<file path="config.mk">
export PLATFORM = sky130hd
export DESIGN_NAME = bus_resp_regfile_flat
export DESIGN_NICKNAME = d
export VERILOG_FILES = /design/src/rtl/bus_resp_regfile_if.sv /design/src/rtl/bus_resp_regfile.sv /design/src/flat_wrapper.sv
export SDC_FILE = /design/constraint.sdc
export NUM_CORES = 1
export LEC_CHECK = 0
export CORE_MARGIN = 5
export CORE_UTILIZATION = 55
export DETAILED_ROUTE_END_ITERATION = 16
export PLACE_DENSITY = 0.75
export SLEW_MARGIN = 15
export SYNTH_ARGS = -nofsm -noshare
export SYNTH_HDL_FRONTEND = slang
export SYNTH_SLANG_ARGS = --single-unit
export TNS_END_PERCENT = 20
</file>
<file path="constraint.sdc">
create_clock -name clk -period 3.1 [get_ports clk]
set_input_delay 0.62 -clock clk [delete_from_list [all_inputs] [get_ports clk]]
set_output_delay 0.62 -clock clk [all_outputs]
set_load 0.02 [all_outputs]
</file>
<file path="src/rtl/bus_resp_regfile_if.sv">
// bus_resp_regfile_if: request/response bus between a master and a wait-state responder
// req_valid/req_ready/req_write/req_addr/req_wdata/req_wstrb carry requests from the master.
// rsp_valid/rsp_ready/rsp_rdata/rsp_err carry the response back.
interface bus_resp_regfile_if #(
  parameter int DATA_W = 32,
  parameter int ADDR_W = 8
);
  logic              req_valid;
  logic              req_ready;
  logic              req_write;
  logic [ADDR_W-1:0] req_addr;
  logic [DATA_W-1:0] req_wdata;
  logic [DATA_W/8-1:0] req_wstrb;
  logic              rsp_valid;
  logic              rsp_ready;
  logic [DATA_W-1:0] rsp_rdata;
  logic              rsp_err;
  modport master (
    output req_valid, req_write, req_addr, req_wdata, req_wstrb, rsp_ready,
    input  req_ready, rsp_valid, rsp_rdata, rsp_err
  );
  modport slave (
    input  req_valid, req_write, req_addr, req_wdata, req_wstrb, rsp_ready,
    output req_ready, rsp_valid, rsp_rdata, rsp_err
  );
endinterface

</file>
<file path="src/rtl/bus_resp_regfile.sv">
// bus_resp_regfile: bus responder with a byte-strobed register file and programmable wait states
// clk   : rising-edge clock
// reset : asynchronous active-low reset, clears all state and registers
// bus   : slave side of bus_resp_regfile_if (request in, one response out per request)
module bus_resp_regfile #(
  parameter int DATA_W      = 32,
  parameter int ADDR_W      = 8,
  parameter int NUM_REGS    = 16,
  parameter int WAIT_CYCLES = 2
) (
  input logic clk,
  input logic reset,
  bus_resp_regfile_if.slave bus
);
  localparam int NB = DATA_W / 8;
  localparam int IW = NUM_REGS > 1 ? $clog2(NUM_REGS) : 1;
  typedef enum logic [1:0] {IDLE, WAIT, RESP} state_t;
  state_t            state;
  logic [7:0]        cnt;
  logic              l_write;
  logic [ADDR_W-1:0] l_addr;
  logic [DATA_W-1:0] l_wdata;
  logic [NB-1:0]     l_wstrb;
  logic [DATA_W-1:0] regs [NUM_REGS];
  logic              rsp_valid_q;
  logic              rsp_err_q;
  logic [DATA_W-1:0] rsp_rdata_q;
  logic              c_write;
  logic [ADDR_W-1:0] c_addr;
  logic [DATA_W-1:0] c_wdata;
  logic [NB-1:0]     c_wstrb;
  logic              c_err;
  logic [IW-1:0]     c_idx;
  logic              fire;
  // With zero wait states the response is formed on the accept edge itself,
  // so the request fields come straight from the bus while IDLE.
  always_comb begin
    c_write = state == IDLE ? bus.req_write : l_write;
    c_addr  = state == IDLE ? bus.req_addr  : l_addr;
    c_wdata = state == IDLE ? bus.req_wdata : l_wdata;
    c_wstrb = state == IDLE ? bus.req_wstrb : l_wstrb;
    c_err   = 32'(c_addr) >= 32'(NUM_REGS);
    c_idx   = c_addr[IW-1:0];
    fire    = state == IDLE ? bus.req_valid && WAIT_CYCLES == 0 : state == WAIT && cnt == 8'd1;
  end
  always_ff @(posedge clk or negedge reset) begin
    if (!reset) begin
      state       <= IDLE;
      cnt         <= '0;
      l_write     <= 1'b0;
      l_addr      <= '0;
      l_wdata     <= '0;
      l_wstrb     <= '0;
      rsp_valid_q <= 1'b0;
      rsp_err_q   <= 1'b0;
      rsp_rdata_q <= '0;
      for (int i = 0; i < NUM_REGS; i++) regs[i] <= '0;
    end else begin
      if (fire) begin
        rsp_valid_q <= 1'b1;
        rsp_err_q   <= c_err;
        rsp_rdata_q <= (!c_write && !c_err) ? regs[c_idx] : '0;
        if (c_write && !c_err)
          for (int i = 0; i < NB; i++)
            if (c_wstrb[i]) regs[c_idx][8*i +: 8] <= c_wdata[8*i +: 8];
      end
      case (state)
        IDLE: if (bus.req_valid) begin
          l_write <= bus.req_write;
          l_addr  <= bus.req_addr;
          l_wdata <= bus.req_wdata;
          l_wstrb <= bus.req_wstrb;
          cnt     <= 8'(WAIT_CYCLES);
          state   <= WAIT_CYCLES == 0 ? RESP : WAIT;
        end
        WAIT: begin
          cnt <= cnt - 8'd1;
          if (cnt == 8'd1) state <= RESP;
        end
        RESP: if (bus.rsp_ready) begin
          rsp_valid_q <= 1'b0;
          state       <= IDLE;
        end
        default: state <= IDLE;
      endcase
    end
  end
  assign bus.req_ready = state == IDLE;
  assign bus.rsp_valid = rsp_valid_q;
  assign bus.rsp_err   = rsp_err_q;
  assign bus.rsp_rdata = rsp_rdata_q;
endmodule

</file>
<file path="src/flat_wrapper.sv">
// flat-port wrapper written by rule: the top's interface ports become plain ports
module bus_resp_regfile_flat 
#(
  parameter int DATA_W      = 32,
  parameter int ADDR_W      = 8,
  parameter int NUM_REGS    = 16,
  parameter int WAIT_CYCLES = 2
)
  (clk, reset, bus_req_valid, bus_req_write, bus_req_addr, bus_req_wdata, bus_req_wstrb, bus_rsp_ready, bus_req_ready, bus_rsp_valid, bus_rsp_rdata, bus_rsp_err);
  bus_resp_regfile_if #(.DATA_W(DATA_W), .ADDR_W(ADDR_W)) bus_i ();
  input logic clk;
  input logic reset;
  input wire logic [$bits(bus_i.req_valid)-1:0] bus_req_valid;
  input wire logic [$bits(bus_i.req_write)-1:0] bus_req_write;
  input wire logic [$bits(bus_i.req_addr)-1:0] bus_req_addr;
  input wire logic [$bits(bus_i.req_wdata)-1:0] bus_req_wdata;
  input wire logic [$bits(bus_i.req_wstrb)-1:0] bus_req_wstrb;
  input wire logic [$bits(bus_i.rsp_ready)-1:0] bus_rsp_ready;
  output wire logic [$bits(bus_i.req_ready)-1:0] bus_req_ready;
  output wire logic [$bits(bus_i.rsp_valid)-1:0] bus_rsp_valid;
  output wire logic [$bits(bus_i.rsp_rdata)-1:0] bus_rsp_rdata;
  output wire logic [$bits(bus_i.rsp_err)-1:0] bus_rsp_err;
  assign bus_i.req_valid = bus_req_valid;
  assign bus_i.req_write = bus_req_write;
  assign bus_i.req_addr = bus_req_addr;
  assign bus_i.req_wdata = bus_req_wdata;
  assign bus_i.req_wstrb = bus_req_wstrb;
  assign bus_i.rsp_ready = bus_rsp_ready;
  assign bus_req_ready = bus_i.req_ready;
  assign bus_rsp_valid = bus_i.rsp_valid;
  assign bus_rsp_rdata = bus_i.rsp_rdata;
  assign bus_rsp_err = bus_i.rsp_err;
  bus_resp_regfile #(.DATA_W(DATA_W), .ADDR_W(ADDR_W), .NUM_REGS(NUM_REGS), .WAIT_CYCLES(WAIT_CYCLES)) u_core (.clk(clk), .reset(reset), .bus(bus_i));
endmodule
</file>
* Word level (Yosys, flattened, before mapping)
Cells that the tools add are included.
Word-level totals: bits in registers 601, input bits 49, logic and storage cells 88, output and inout port bits 35
Operators by class: order comparisons 3, reduce and logical (&&, ||, !) cells 12, mux-type cells 40, add/sub/neg operators 1, eq/ne operators 6, bitwise logic cells 1
Operators with widths (count):
- $mux W512 | 10
- $bwmux W512 | 4
- $demux W32 S4 | 4
- $mux W32 | 5
- $bmux W32 S4 | 1
- $mux W24 | 1
- $mux W8 | 3
- $mux W16 | 1
- $pmux W8 S2 | 1
- $eq A8 B1 Y1 const B | 1
- $ge A8 B5 Y1 const B | 1
- $sub A8 B1 Y8 const B | 1
- $mux W2 | 3
- $ne A2 B2 Y1 const B | 3
- $pmux W2 S3 | 1
- $reduce_and A2 Y1 | 3
- $ge A5 B5 Y1 const B | 1
- $lt A5 B1 Y1 const B | 1
- $mux W1 | 5
- $not A4 Y5 | 1
- $logic_and A1 B1 Y1 | 4
- $mux W4 | 1
- $reduce_and A3 Y1 | 1
- $eq A2 B1 Y1 const B | 1
- other kinds (4) | 5

* Longest topological paths before layout
Gate-level depths: netlist of the first run.
depth after elaboration 21, mapped depth 11

* Worst setup path after synthesis of the first run
Ideal clock, no wire load.
kind flip-flop to flip-flop, start point register u_core.cnt[2], end point register u_core.regs[24] (netlist name), period minus slack after synthesis 3.103 ns, slack -0.003 ns, data arrival time 2.975 ns, library setup time 0.128 ns, stages on the path, launching flop included 11, data required time 2.972 ns, cells stage by stage dfrtp_1 -> or4_1 -> clkbuf_1 -> or4_1 -> buf_2 -> or3b_4 -> nor2b_1 -> buf_2 -> buf_6 -> nand2_2 -> mux2_1
Between the ends: cells in the longest elaborated chain, start to end 4
RTL lines:
- start, declared | RTL line bus_resp_regfile.sv:19 | logic [7:0] cnt;
- start signal, assigned | RTL line bus_resp_regfile.sv:73 | cnt <= 8'(WAIT_CYCLES);
- start signal, assigned | RTL line bus_resp_regfile.sv:77 | cnt <= cnt - 8'd1;
- $eq A8 B1 Y1 | RTL line bus_resp_regfile.sv:44 | fire = state == IDLE ? bus.req_valid && WAIT_CYCLES == 0 : state == WAIT && cnt == 8'd1;
- $logic_and A1 B1 Y1 | RTL line bus_resp_regfile.sv:44
- $mux W1 | RTL line bus_resp_regfile.sv:44
- $reduce_and A2 Y1 (no line)
- end signal, assigned by index | RTL line bus_resp_regfile.sv:65 | if (c_wstrb[i]) regs[c_idx][8*i +: 8] <= c_wdata[8*i +: 8];
- end, declared | RTL line bus_resp_regfile.sv:24 | logic [DATA_W-1:0] regs [NUM_REGS];
Every way passes these cells. A chain may end at the register's enable or synchronous reset.

* Worst setup path in the final report of the first run
start point register u_core.cnt[2], end point register u_core.regs[171] (netlist name)
The elaborated chain is that of the path after synthesis.

==> results by stage, run 1 <==
Global route:
- The global-route layer with the greatest usage is met2.
- The met1 demand-to-capacity share in global routing is 37.3%.
- The number of global-route vias before repair is 18,585.
- The global routing usage on met3 is 4.69%.
- The number of antenna violations at the first check in global routing is 2.
- The overall track demand over capacity in global routing is 25.8%.
- The total overflow left after global routing is 0.
- The met2 layer usage reported by global route is 40.9%.
- The pin count of the biggest net entering global routing is 85.
- The first-pass GRT wire length is 106,000 um.

Worst hold path:
- In this run the worst hold path is classified as in2async.

Worst setup path:
- The reg-to-reg critical path startpoint is u_core.cnt[2].
- The highest fanout seen on the critical path is 8.
- The signal on the critical path passes through or4_1 -> or4_2 -> or3b_4 -> nor2b_2 -> buf_4 -> nand2_2 -> mux2_2.
- Data arrives at the worst endpoint at 3.59 ns.
- The worst setup path is captured at a flip-flop.
- The worst setup path is launched from a flip-flop.
- The kind of critical path is reg2reg.
- The start point of the critical path is u_core.cnt[2].
- The slowest stage of the critical path belongs to the cell or4_2.
- For the worst setup path, the data required time is 3.60 ns.
- For this run, the slowest stage of the critical path takes 0.64 ns.

Final layout:
- Summing all multi-input logic gate instances after layout gives 0.0105 sq mm.
- The count of fill cells added during filler insertion is 3,273.
- For this run, the post-layout net count is 2,198.
- 0 antenna diodes ended up in the layout.
- The number of standard cells in the layout, taps in and fillers out is 2,798.
- Cells fill 65.1% of the core in the end.
- The post-route cell area is 0.0303 sq mm.
- Registers take 0.0150 sq mm.
- The share of layout cells above drive strength 1 is 32.3%.
- The synthesis-to-finish area growth is 17.1%.

Logic synthesis:
- The post-synthesis adder-cell area fraction is 0.0967%.
- The share of synthesized area spent on multiplexers is 24.5%.
- The post-synth design cell area is 0.0259 sq mm.
- After synthesis, the netlist uses 39 different library cells.
- The dominant combinational cell family by area after synthesis is multiplexers.
- The compound-gate portion of the synthesized area is 10.2%.
- The biggest area contributor in the post-synthesis netlist is dfrtp_1.
- The number of register bits inferred by synthesis is 601.
- Summing the areas of all xor and xnor instances in the mapped netlist gives 0% of the synthesized area.
- During synthesis, Yosys emitted a total of 0 warnings.
- Dividing the synthesized area by the synthesized cell count gives 12.7 sq um.
- The sequential share of the synthesized area is 58.1%.
- The share of synthesized flip-flops with an asynchronous set or reset is 100%.
- When the netlist entered floorplanning its net count stood at 2,084.
- Ranked by total cell area, the synthesized netlist is headed by dfrtp_1, mux2_2, o22ai_1.
- The synthesized design devotes to its leading area cell type 58.1% of total area.
- Summing the areas of all and, or, nand and nor instances in the mapped netlist gives 4.75% of the synthesized area.
- The number of synthesized flops with an enable pin is 0.
- The most used flip-flop cell after synthesis is dfrtp_1.
- The post-synthesis cell count is 2,033.

Placed design:
- The port buffer count is 83.
- The worst setup slack before clock tree synthesis is -0.101 ns.
- Detailed placement ended at an HPWL of 42,100 um.
- The placed instances occupy a cell area of 0.0282 sq mm.
- The number of placed instances, taps included, is 2,693.
- The final weighted congestion of routability-driven global placement is 0.837.

Power:
- The worst-case IR drop observed on VDD is 0.791 mV.
- The power consumption is 26.7 mW.
- The power density over cell area is 880 mW/mm^2.
- For this design the static power due to leakage is 15.2 nW.

Drt:
- The number of nets with antenna violations after detailed routing is 0.
- The total DRC errors in the routed layout is 0.
- Before antenna repair, the detailed router went through 5 iterations.
- The number of DRC markers in iteration 0 is 1,503.
- Dividing the detail-routed via count by the number of cells gives 6.37.
- Detailed routing inserted a total of 17,812 vias.
- The total wire length after detailed routing is 66,400 um.
- The detailed-route wire length per cell is 23.7 um.

STA:
- On the final layout, the worst clock skew is 0.0266 ns.
- The routed design could run at a clock period as short as 3.09 ns.
- In the finished design, the share of the clock period the worst path needs comes to 99.7%.
- The final hold violation count is 0.
- The count of final max-slew check failures is 0.
- The measured slew at the worst slew-check pin is 0.791 ns.
- The headroom to the max-slew limit is 47.3%.
- The setup violation total in the final timing report is 0.
- The total negative slack for setup checks is 0 ns.
- The highest attainable clock frequency is 324 MHz.
- Setup repair after global routing could not meet its margin everywhere.
- After layout, the worst setup slack is 0.00975 ns.
- Across all hold checks on the routed design, the worst slack comes to 0.0170 ns.

Flow run:
- The tool flagged a number of max-cap violations equal to 0.

Floorplan:
- The overall die height is 227 um.
- The floorplan die width is 227 um.
- For this configuration, the core starts out at a cell density of 55.6%.
- The core region area is 0.0466 sq mm.
- The top-level port count is 84.
- The floorplan step defined a die boundary enclosing 0.0515 sq mm.
- The floorplan has 79 rows.

CTS:
- The clock transition at the registers of the reported paths is 0.06 ns.
- TritonCTS built the clock tree.
- The count of H-tree levels built during CTS is 2.
- The root buffer cell is clkbuf_16.
- After clock tree synthesis, the setup repair step added 0 buffers.
- For the worst-skew pair, the clock arrives at the later sink with an insertion delay of 0.63 ns.
- The clock sink count is 601.
- The number of clock buffers added by TritonCTS is 59.
- The post-cts hold buffer count is 0.
- The clock passes through at most 3 buffers.

Run status:
- The run finished with clean final reports.
[cell families after synthesis]
family,count (synthesis)
AND/OR/NAND/NOR,280
flip-flops,601
AO/OA/AOI/OAI,434
buffers and inverters,152
multiplexers,564
adder cells (fa/ha/maj),2
[cells in the mapped netlist (2+ instances only)]
library cell / number
o311ai_0: 2
o22ai_1: 256
o41ai_1: 2
buf_1: 5
nor3_1: 3
mux2_1: 112
o211ai_1: 2
nand3b_1: 4
nor2_1: 49
dfrtp_1: 601
a31oi_1: 4
nor4b_1: 2
nand2b_1: 3
nor4_1: 3
buf_2: 4
buf_6: 3
mux2_2: 445
nand2_1: 166
mux2i_1: 7
o2111ai_1: 31
o21ai_0: 132
nand2_2: 34
inv_1: 23
nand3_1: 5
or4_1: 2
ha_1: 2
nor2b_1: 4
clkbuf_1: 116
[power breakdown]
group | total (mW) | switching [mW] | internal, mW
clock | 7.42 | 3.02 | 4.41
sequential | 8.81 | 0.363 | 8.45
combinational | 10.4 | 6.81 | 3.62
[cell usage in the layout (no fill, tap or decap), types with 45 or more instances in the layout]
cell type / synthesis / layout
mux2_2: 445 / 445
clkdlybuf4s50_1: 0 / 81
nor2_1: 49 / 48
o21ai_0: 132 / 132
nand2_2: 34 / 45
nand2_1: 166 / 142
clkbuf_16: 0 / 60
mux2_1: 112 / 112
dfrtp_1: 601 / 601
o22ai_1: 256 / 256
buf_4: 1 / 67
[flip-flops by register name, summed over array words and instances, names as in the netlist]
name                  flops
u_core.state              2
u_core.l_wdata           32
u_core.l_addr             8
u_core.l_write            1
u_core.l_wstrb            4
u_core.cnt                8
u_core.bus.rsp_rdata     32
u_core.bus.rsp_err        1
u_core.bus.rsp_valid      1
u_core.regs             512
[area by class of cell]
type / instances / share of cell area (%)
repair buffers: 182 / 6.45
well taps: 607 / 2.51
flip-flops and latches: 601 / 49.6
clock buffers: 86 / 5.67
clock inverters: 19 / 0.962
inverters: 23 / 0.285
multi-input cells: 1280 / 34.5
[timing repair]
item                       in CTS  in global routing
pin swaps                       0                  2
cloned                          0                  0
setup endpoints to repair     150                400
resized for setup              20                 22
[critical path: cells and delay by family (launching register included)]
kind / cells / cell delay (ns)
simple gates: 5 / 2.01
mux: 1 / 0.36
buf+inv: 1 / 0.21
flops: 1 / 0.38
[per-layer routing]
layer	share of wire, %	up-vias	routed length (um)
met3	6.6	110	4400
met2	48	606	31800
met5	0.032	-	21
met4	2.1	4	1370
met1	43	9354	28800
li1	-	7738	-
[worst paths after layout]
kind | end | slack, ns | cells after the start
worst max-delay path | u_core.regs[171] | 0.01 | 7
worst min-delay path | u_core.l_wdata[21] | 0.02 | 1
worst max register to register | u_core.regs[171] | 0.01 | 7
worst min register to register | u_core.bus.rsp_rdata[2] | 0.48 | 2
max in group asynchronous | u_core.l_wdata[13] | 2.17 | 2
min in group clk | u_core.bus.rsp_rdata[2] | 0.48 | 2
Note: power is estimated with default switching activity, not from simulation.
==> run 2: changes to the inputs <==
--- a/config.mk
+++ b/config.mk
@@ -5,8 +5,8 @@
 export SDC_FILE = /design/constraint.sdc
 export NUM_CORES = 1
 export LEC_CHECK = 0
-export CORE_MARGIN = 5
 export CORE_UTILIZATION = 55
+export CTS_BUF_LIST = sky130_fd_sc_hd__clkbuf_16
 export DETAILED_ROUTE_END_ITERATION = 16
 export PLACE_DENSITY = 0.75
 export SLEW_MARGIN = 15
==> run 2 against run 1 <==
Largest power group unchanged. First-iteration DRC count rose by 8.4%. Critical path depth is the same. Die area decreased by 6.9%. Critical endpoint is now u_core.regs[300]. The run now ends with negative hold slack left. Non-clock buffer count is 8 higher. Core utilization down 0.49 points. Via count increased by 0.23%. Final area decreased by 0.96%. Hold slack got worse by 0.017 ns. Flip-flop and latch count unchanged.
==> results by stage, run 2 (synthesized netlist as in run 1, its figures left out) <==
Global route:
- The number of global-route vias before repair is 18,494 (was 18,585).
- The overall track demand over capacity in global routing is 28.1% (was 25.8%).
- The pin count of the biggest net entering global routing is 95 (was 85).
- The total global routing overflow is 0 (unchanged).
- The number of antenna violations at the first check in global routing is 0 (was 2).
- The first-pass GRT wire length is 104,000 um (was 106,000 um).

Worst setup path:
- The kind of critical path is reg2reg (unchanged).
- The type of destination of the critical path was a flip-flop (unchanged).
- The biggest cell delay along the critical path is 0.55 ns (was 0.64 ns).
- The cell family with the largest share of critical-path delay is simple AND/OR/NAND/NOR gates (unchanged).
- The number of buffer and inverter instances along the worst setup path was 1 (unchanged).
- The required arrival time at the worst endpoint is 3.61 ns (was 3.60 ns).
- The worst path arrival time is 3.47 ns (was 3.59 ns).
- CP cell instances: or4_1 -> or4_4 -> or3b_4 -> nor2b_2 -> buf_4 -> nand2_2 -> mux2_2 (was or4_1 -> or4_2 -> or3b_4 -> nor2b_2 -> buf_4 -> nand2_2 -> mux2_2).
- The highest fanout seen on the critical path is 8 (unchanged).
- The standard cell with the maximum stage delay on the critical path is or4_1 (was or4_2).
- The kind of start point of the critical path was a flip-flop (unchanged).

Drt:
- The detailed-route wire length per cell was 23.5 um (was 23.7 um).
- The number of nets with antenna violations after detailed routing is 0 (unchanged).
- The number of DRC markers in iteration 0 is 1,630 (was 1,503).
- The total DRC errors in the routed layout is 0 (unchanged).
- The number of optimization iterations in the first detailed-route pass is 5 (unchanged).
- The via density per instance was 6.35 (was 6.37).
- The total wire length after detailed routing is 66,100 um (was 66,400 um).
- The detailed-route via count is 17,853 (was 17,812).

STA:
- The worst hold-check slack is -0.000257 ns (was 0.0170 ns).
- The measured slew at the worst slew-check pin was 0.794 ns (was 0.791 ns).
- The period utilization came to 95.7% (was 99.7%).
- The headroom to the max-slew limit is 47.1% (was 47.3%).
- The final hold violation count is 1 (was 0).
- Unrepaired setup endpoints after global routing: no (was yes).
- The highest attainable clock frequency was 337 MHz (was 324 MHz).
- The count of final max-slew check failures is 0 (unchanged).
- The worst setup slack after layout is 0.135 ns (was 0.00975 ns).
- The minimum period implied by the final worst setup slack is 2.97 ns (was 3.09 ns).
- The largest clock skew in the final design is 0.0348 ns (was 0.0266 ns).
- The setup violation total in the final timing report was 0 (unchanged).

Placed design:
- The total placed cells including tap cells is 2,700 (was 2,693).
- The half-perimeter wire length after placement is 41,700 um (was 42,100 um).
- The post-detailed-placement cell area was 0.0282 sq mm (about the same).
- The final weighted congestion of routability-driven global placement was 0.857 (was 0.837).
- The worst setup slack before clock tree synthesis came to -0.0980 ns (was -0.101 ns).
- The port buffer count is 83 (unchanged).

Final layout:
- The synthesis-to-finish area growth is 15.9% (was 17.1%).
- The share of the core filled with cells was 64.6% (was 65.1%).
- Top library cells by usage in the layout, fill and taps aside: dfrtp_1, mux2_2, o22ai_1, nand2_1, o21ai_0 (unchanged).
- The most common library cell in the layout ignoring fill and taps is dfrtp_1 (unchanged).
- The flip-flop count of the largest register after layout came to 512 (unchanged).
- The register bank with the most flops is u_core.regs (unchanged).
- The number of standard cells in the layout, taps in and fillers out is 2,810 (was 2,798).
- The share of layout cells above drive strength 1 is 31.3% (was 32.3%).
- The post-route cell area is 0.0300 sq mm (was 0.0303 sq mm).
- The net count reported at finish is 2,205 (was 2,198).

Run status:
- The checks that failed: negative hold slack.
- Status: finished, violations left (was finished clean).

CTS:
- The count of H-tree levels built during CTS is 2 (unchanged).
- The clock tree from TritonCTS is done (unchanged).
- The clock sink count was 601 (unchanged).
- The root buffer cell is clkbuf_16 (unchanged).
- The clock transition at the registers of the reported paths was 0.06 ns (about the same).
- The number of buffers inserted during clock tree synthesis is 58 (was 59).
- The number of buffers on the longest clock path is 3 (unchanged).
- The post-cts hold buffer count is 0 (unchanged).
- The clock latency on the worst-skew pair is 0.64 ns (was 0.63 ns).

Floorplan:
- The core region area was 0.0465 sq mm (was 0.0466 sq mm).
- The overall die height was 219 um (was 227 um).
- The count of standard-cell rows is 79 (unchanged).
- The full die area is 0.0479 sq mm (was 0.0515 sq mm).
- The initial cell density of the core is 55.7% (was 55.6%).
- The floorplan die width is 219 um (was 227 um).
- The top-level port count was 84 (unchanged).

Power:
- The leakage power came to 15.0 nW (was 15.2 nW).
- The power density over cell area came to 851 mW/mm^2 (was 880 mW/mm^2).
- The maximum vdd drop is 0.914 mV (was 0.791 mV).

Worst hold path:
- The classification of the worst-slack hold path is in2async (unchanged).

Flow run:
- The max capacitance violation total is 0 (unchanged).
==> run 2: cell types whose count changed in the layout (fill, tap and decap cells not counted), sizes merged <==
cell and change:
inv +20, dlygate4sd2 -1, bufinv -5, clkbuf -27
clkdlybuf4s50 +1, diode +2, buf +7, clkinv +15
==> run 2: layer usage <==
layer	vias up	routed length [um]	global-route usage (%)
li1	7766	-	-
met1	9358	28500	38.7
met2	617	32200	46.1
met3	112	3900	4.99
met4	0	1450	7.57
met5	-	0	0
==> run 2: repair_timing <==
action                                  4_1_cts  5_1_grt
gates resized for setup                      18        5
pin swaps                                     0        1
setup buffers                                 0        0
endpoints found under the setup margin      119      445
gates cloned                                  0        1
==> run 2: final timing paths <==
check	startpoint	to	slack, ns	depth (start not counted)
max in group asynchronous	reset	u_core.regs[396]	1.98	2
setup / recovery	u_core.cnt[2]	u_core.regs[300]	0.13	7
hold reg to reg	u_core.bus.rsp_rdata[27]	u_core.bus.rsp_rdata[27]	0.48	2
min in group clk	u_core.bus.rsp_rdata[27]	u_core.bus.rsp_rdata[27]	0.48	2
setup reg to reg	u_core.cnt[2]	u_core.regs[300]	0.13	7
hold / removal	reset	u_core.l_wdata[29]	-0.0003	1
==> run 2: where the power goes <==
part           switching, mW  total [mW]  leakage (nW)  internal (mW)
Combinational           6.67        10.2          5.79           3.54
Clock                   2.97        6.51         0.923           3.54
Sequential             0.365        8.81          8.24           8.45
==> run 2: area by class of cell <==
type,count,area (sq um)
sequential,601,15000
timing repair buffer,190,2010
inverter,23,93.8
antenna,2,5.00
fill,3349,16400
tap,607,759
multi-input combinational,1280,10400
clock inverter,49,274
clock buffer,58,1450
==> run 2: worst register-to-register path, delay by kind of cell (launching register included) <==
family | cells | cell delay [ns]
multiplexers | 1 | 0.36
buffers and inverters | 1 | 0.21
AND/OR/NAND/NOR | 5 | 1.91
flip-flops | 1 | 0.38
==> run 2: through the flow <==
step	power (mW)	TNS, ns
2_1_floorplan	14.7	-0.0800
3_3_place_gp	18.7	-0.538
3_5_place_dp	18.9	-3.23
4_1_cts	25.5	-0.179
5_1_grt	26.8	0
6_report	25.5	0
==> run 3: changes to the inputs <==
--- a/config.mk
+++ b/config.mk
@@ -5,9 +5,10 @@
 export SDC_FILE = /design/constraint.sdc
 export NUM_CORES = 1
 export LEC_CHECK = 0
-export CORE_UTILIZATION = 55
+export CORE_UTILIZATION = 57
 export CTS_BUF_LIST = sky130_fd_sc_hd__clkbuf_16
 export DETAILED_ROUTE_END_ITERATION = 16
+export DONT_BUFFER_PORTS = 1
 export PLACE_DENSITY = 0.75
 export SLEW_MARGIN = 15
 export SYNTH_ARGS = -nofsm -noshare
==> run 3 against run 2 <==
The run ends with negative hold slack, max-slew violations left. Non-clock buffer count shrank 126. Worst setup slack lost 0.021 ns. Critical path depth is the same. Clock power grew 2%. Clock-buffer cell count grew 3. Final cell count shrank 5.1%. Highest routed layer unchanged.
==> results by stage, run 3 (synthesized netlist as in run 1, its figures left out) <==
Floorplan:
- The top-level port count is 84 (unchanged).
- The overall die height is 215 um (was 219 um).
- The core region area is 0.0445 sq mm (was 0.0465 sq mm).
- The floorplan die width is 215 um (was 219 um).
- The initial cell density of the core is 58.2% (was 55.7%).
- The full die area came to 0.0463 sq mm (was 0.0479 sq mm).
- The count of standard-cell rows is 77 (was 79).

Placed design:
- The total placed cells including tap cells came to 2,560 (was 2,700).
- The half-perimeter wire length after placement was 38,700 um (was 41,700 um).
- The port buffer count is 0 (was 83).
- The final weighted congestion of routability-driven global placement is 0.839 (was 0.857).
- The worst setup slack before clock tree synthesis was -0.0860 ns (was -0.0980 ns).

Run status:
- Status: finished, violations left (unchanged).
- Violations in the final reports: negative hold slack, max-slew violations (was negative hold slack).

Worst setup path:
- The kind of start point of the critical path is a flip-flop (unchanged).
- The kind of critical path is reg2reg (unchanged).
- The reg-to-reg critical path endpoint was u_core.regs[347] (was u_core.regs[300]).
- The logic depth of the worst register-to-register path was 7 (unchanged).
- The worst path arrival time is 3.47 ns (about the same).
- The required arrival time at the worst endpoint came to 3.59 ns (was 3.61 ns).
- CP cell instances: or4_1 -> or4_4 -> or3b_4 -> nor2b_2 -> buf_6 -> nand2_2 -> mux2_2 (was or4_1 -> or4_4 -> or3b_4 -> nor2b_2 -> buf_4 -> nand2_2 -> mux2_2).
- The minimum setup slack among reg-to-reg paths is 0.11 ns (was 0.13 ns).
- The reg-to-reg critical path startpoint is u_core.cnt[2] (unchanged).
- The type of destination of the critical path was a flip-flop (unchanged).
- The standard cell with the maximum stage delay on the critical path is or4_1 (unchanged).
- The highest fanout seen on the critical path is 8 (unchanged).
- The biggest cell delay along the critical path is 0.55 ns (about the same).

STA:
- The count of final max-slew check failures is 137 (was 0).
- The headroom to the max-slew limit is -8.61% (was 47.1%).
- Unrepaired setup endpoints after global routing: no (unchanged).
- The worst setup slack after layout is 0.114 ns (was 0.135 ns).
- The highest attainable clock frequency is 335 MHz (was 337 MHz).
- The setup violation total in the final timing report came to 0 (unchanged).
- The period utilization is 96.3% (was 95.7%).
- The measured slew at the worst slew-check pin is 1.63 ns (was 0.794 ns).
- The largest clock skew in the final design came to 0.0167 ns (was 0.0348 ns).
- The worst hold-check slack is -0.284 ns (was -0.000257 ns).
- The minimum period implied by the final worst setup slack is 2.99 ns (was 2.97 ns).
- The final hold violation count is 202 (was 1).

Drt:
- The number of DRC markers in iteration 0 was 1,599 (was 1,630).
- The total DRC errors in the routed layout is 0 (unchanged).
- The detailed-route wire length per cell came to 24.0 um (was 23.5 um).
- The number of nets with antenna violations after detailed routing is 0 (unchanged).
- The number of optimization iterations in the first detailed-route pass is 6 (was 5).
- The via density per instance is 6.53 (was 6.35).
- The total wire length after detailed routing came to 64,000 um (was 66,100 um).
- The detailed-route via count is 17,414 (was 17,853).

CTS:
- The count of H-tree levels built during CTS is 2 (unchanged).
- The number of buffers on the longest clock path is 3 (unchanged).
- The clock sink count is 601 (unchanged).
- The number of buffers inserted during clock tree synthesis was 58 (unchanged).
- The clock latency on the worst-skew pair is 0.61 ns (was 0.64 ns).
- The post-CTS setup-driven buffer insertion count is 0 (unchanged).
- The clock tree from TritonCTS is done (unchanged).
- The root buffer cell is clkbuf_16 (unchanged).
- The clock transition at the registers of the reported paths is 0.06 ns (about the same).

Global route:
- The first-pass GRT wire length is 102,000 um (was 104,000 um).
- The number of global-route vias before repair is 18,053 (was 18,494).
- The met1 demand-to-capacity share in global routing is 38.4% (was 38.7%).
- The pin count of the biggest net entering global routing was 602 (was 95).
- The overall track demand over capacity in global routing is 28.0% (was 28.1%).
- The global-route layer with the greatest usage is met2 (unchanged).
- The total global routing overflow is 0 (unchanged).
- The global routing usage on met3 is 5.70% (was 4.99%).
- The number of antenna violations at the first check in global routing is 0 (unchanged).
- The met2 layer usage reported by global route is 44.0% (was 46.1%).

Power:
- The power density over cell area is 858 mW/mm^2 (was 851 mW/mm^2).
- The power consumption came to 24.7 mW (was 25.5 mW).
- The leakage power is 14.6 nW (was 15.0 nW).
- The maximum vdd drop came to 0.765 mV (was 0.914 mV).

Final layout:
- The number of antenna repair diodes is 0 (was 2).
- The flip-flop count of the largest register after layout was 512 (unchanged).
- The net count reported at finish was 2,079 (was 2,205).
- The most common library cell in the layout ignoring fill and taps is dfrtp_1 (unchanged).
- The number of standard cells in the layout, taps in and fillers out came to 2,668 (was 2,810).
- The register bank with the most flops is u_core.regs (unchanged).
- The share of layout cells above drive strength 1 is 31.0% (was 31.3%).
- The synthesis-to-finish area growth was 11.2% (was 15.9%).
- Top library cells by usage in the layout, fill and taps aside: dfrtp_1, mux2_2, o22ai_1, nand2_1, o21ai_0 (unchanged).

Flow run:
- The max capacitance violation total is 0 (unchanged).

Worst hold path:
- The classification of the worst-slack hold path is in2async (unchanged).
-- run 3: stage by stage --
step	cell area (sq um)	TNS (ns)	hold WS [ns]	utilization [%]
2_1_floorplan	25900	-0.0800	0.324	-
5_1_grt	28800	0	-0.297	64.7
6_report	28800	0	-0.284	64.7
4_1_cts	28700	-0.309	-0.304	64.4
3_3_place_gp	26900	-1.58	0.344	60.4
3_5_place_dp	26900	-3.24	0.343	60.4
-- run 3: final cells by class --
type | count | area (sq um)
multi-input combinational | 1280 | 10400
timing repair buffer | 64 | 719
fill | 3249 | 15700
tap | 592 | 741
clock buffer | 61 | 1530
inverter | 23 | 86.3
sequential | 601 | 15000
clock inverter | 47 | 241
-- run 3: worst max-delay path, delay by kind of cell (launching register included) --
kind / cells / cell delay [ns]
and+or+nand+nor: 5 / 1.92
DFF: 1 / 0.37
muxes: 1 / 0.35
buffers and inverters: 1 / 0.22
-- run 3: worst max-delay path by stage --
stage / startpoint / cells after the start / end
after floorplan: u_core.cnt[2] / 10 / u_core.regs[24]
after global placement: u_core.cnt[2] / 7 / u_core.regs[371]
after detailed placement: u_core.cnt[2] / 7 / u_core.regs[368]
after CTS: u_core.cnt[2] / 7 / u_core.regs[314]
after global routing: u_core.state[1] / 8 / u_core.regs[432]
final: u_core.cnt[2] / 7 / u_core.regs[347]
-- run 3: what timing repair did --
item / in CTS / in global routing
setup endpoints to repair: 90 / 417
endpoints found under the hold margin: 601 / 601
gates resized for setup: 10 / 28
pin swaps: 0 / 2
-- run 3: report_power, final --
| group | total (mW) | switching (mW) | leakage (nW) | internal (mW) |
|---|---|---|---|---|
| Clock | 6.63 | 2.95 | 0.949 | 3.68 |
| Combinational | 9.02 | 6.15 | 5.38 | 2.88 |
| Sequential | 9.07 | 0.619 | 8.24 | 8.45 |
-- run 3: per-layer routing --
layer	wire, um	vias up
li1	-	7502
met1	27600	9173
met2	30100	596
met3	4130	143
met4	2170	0
met5	0	-
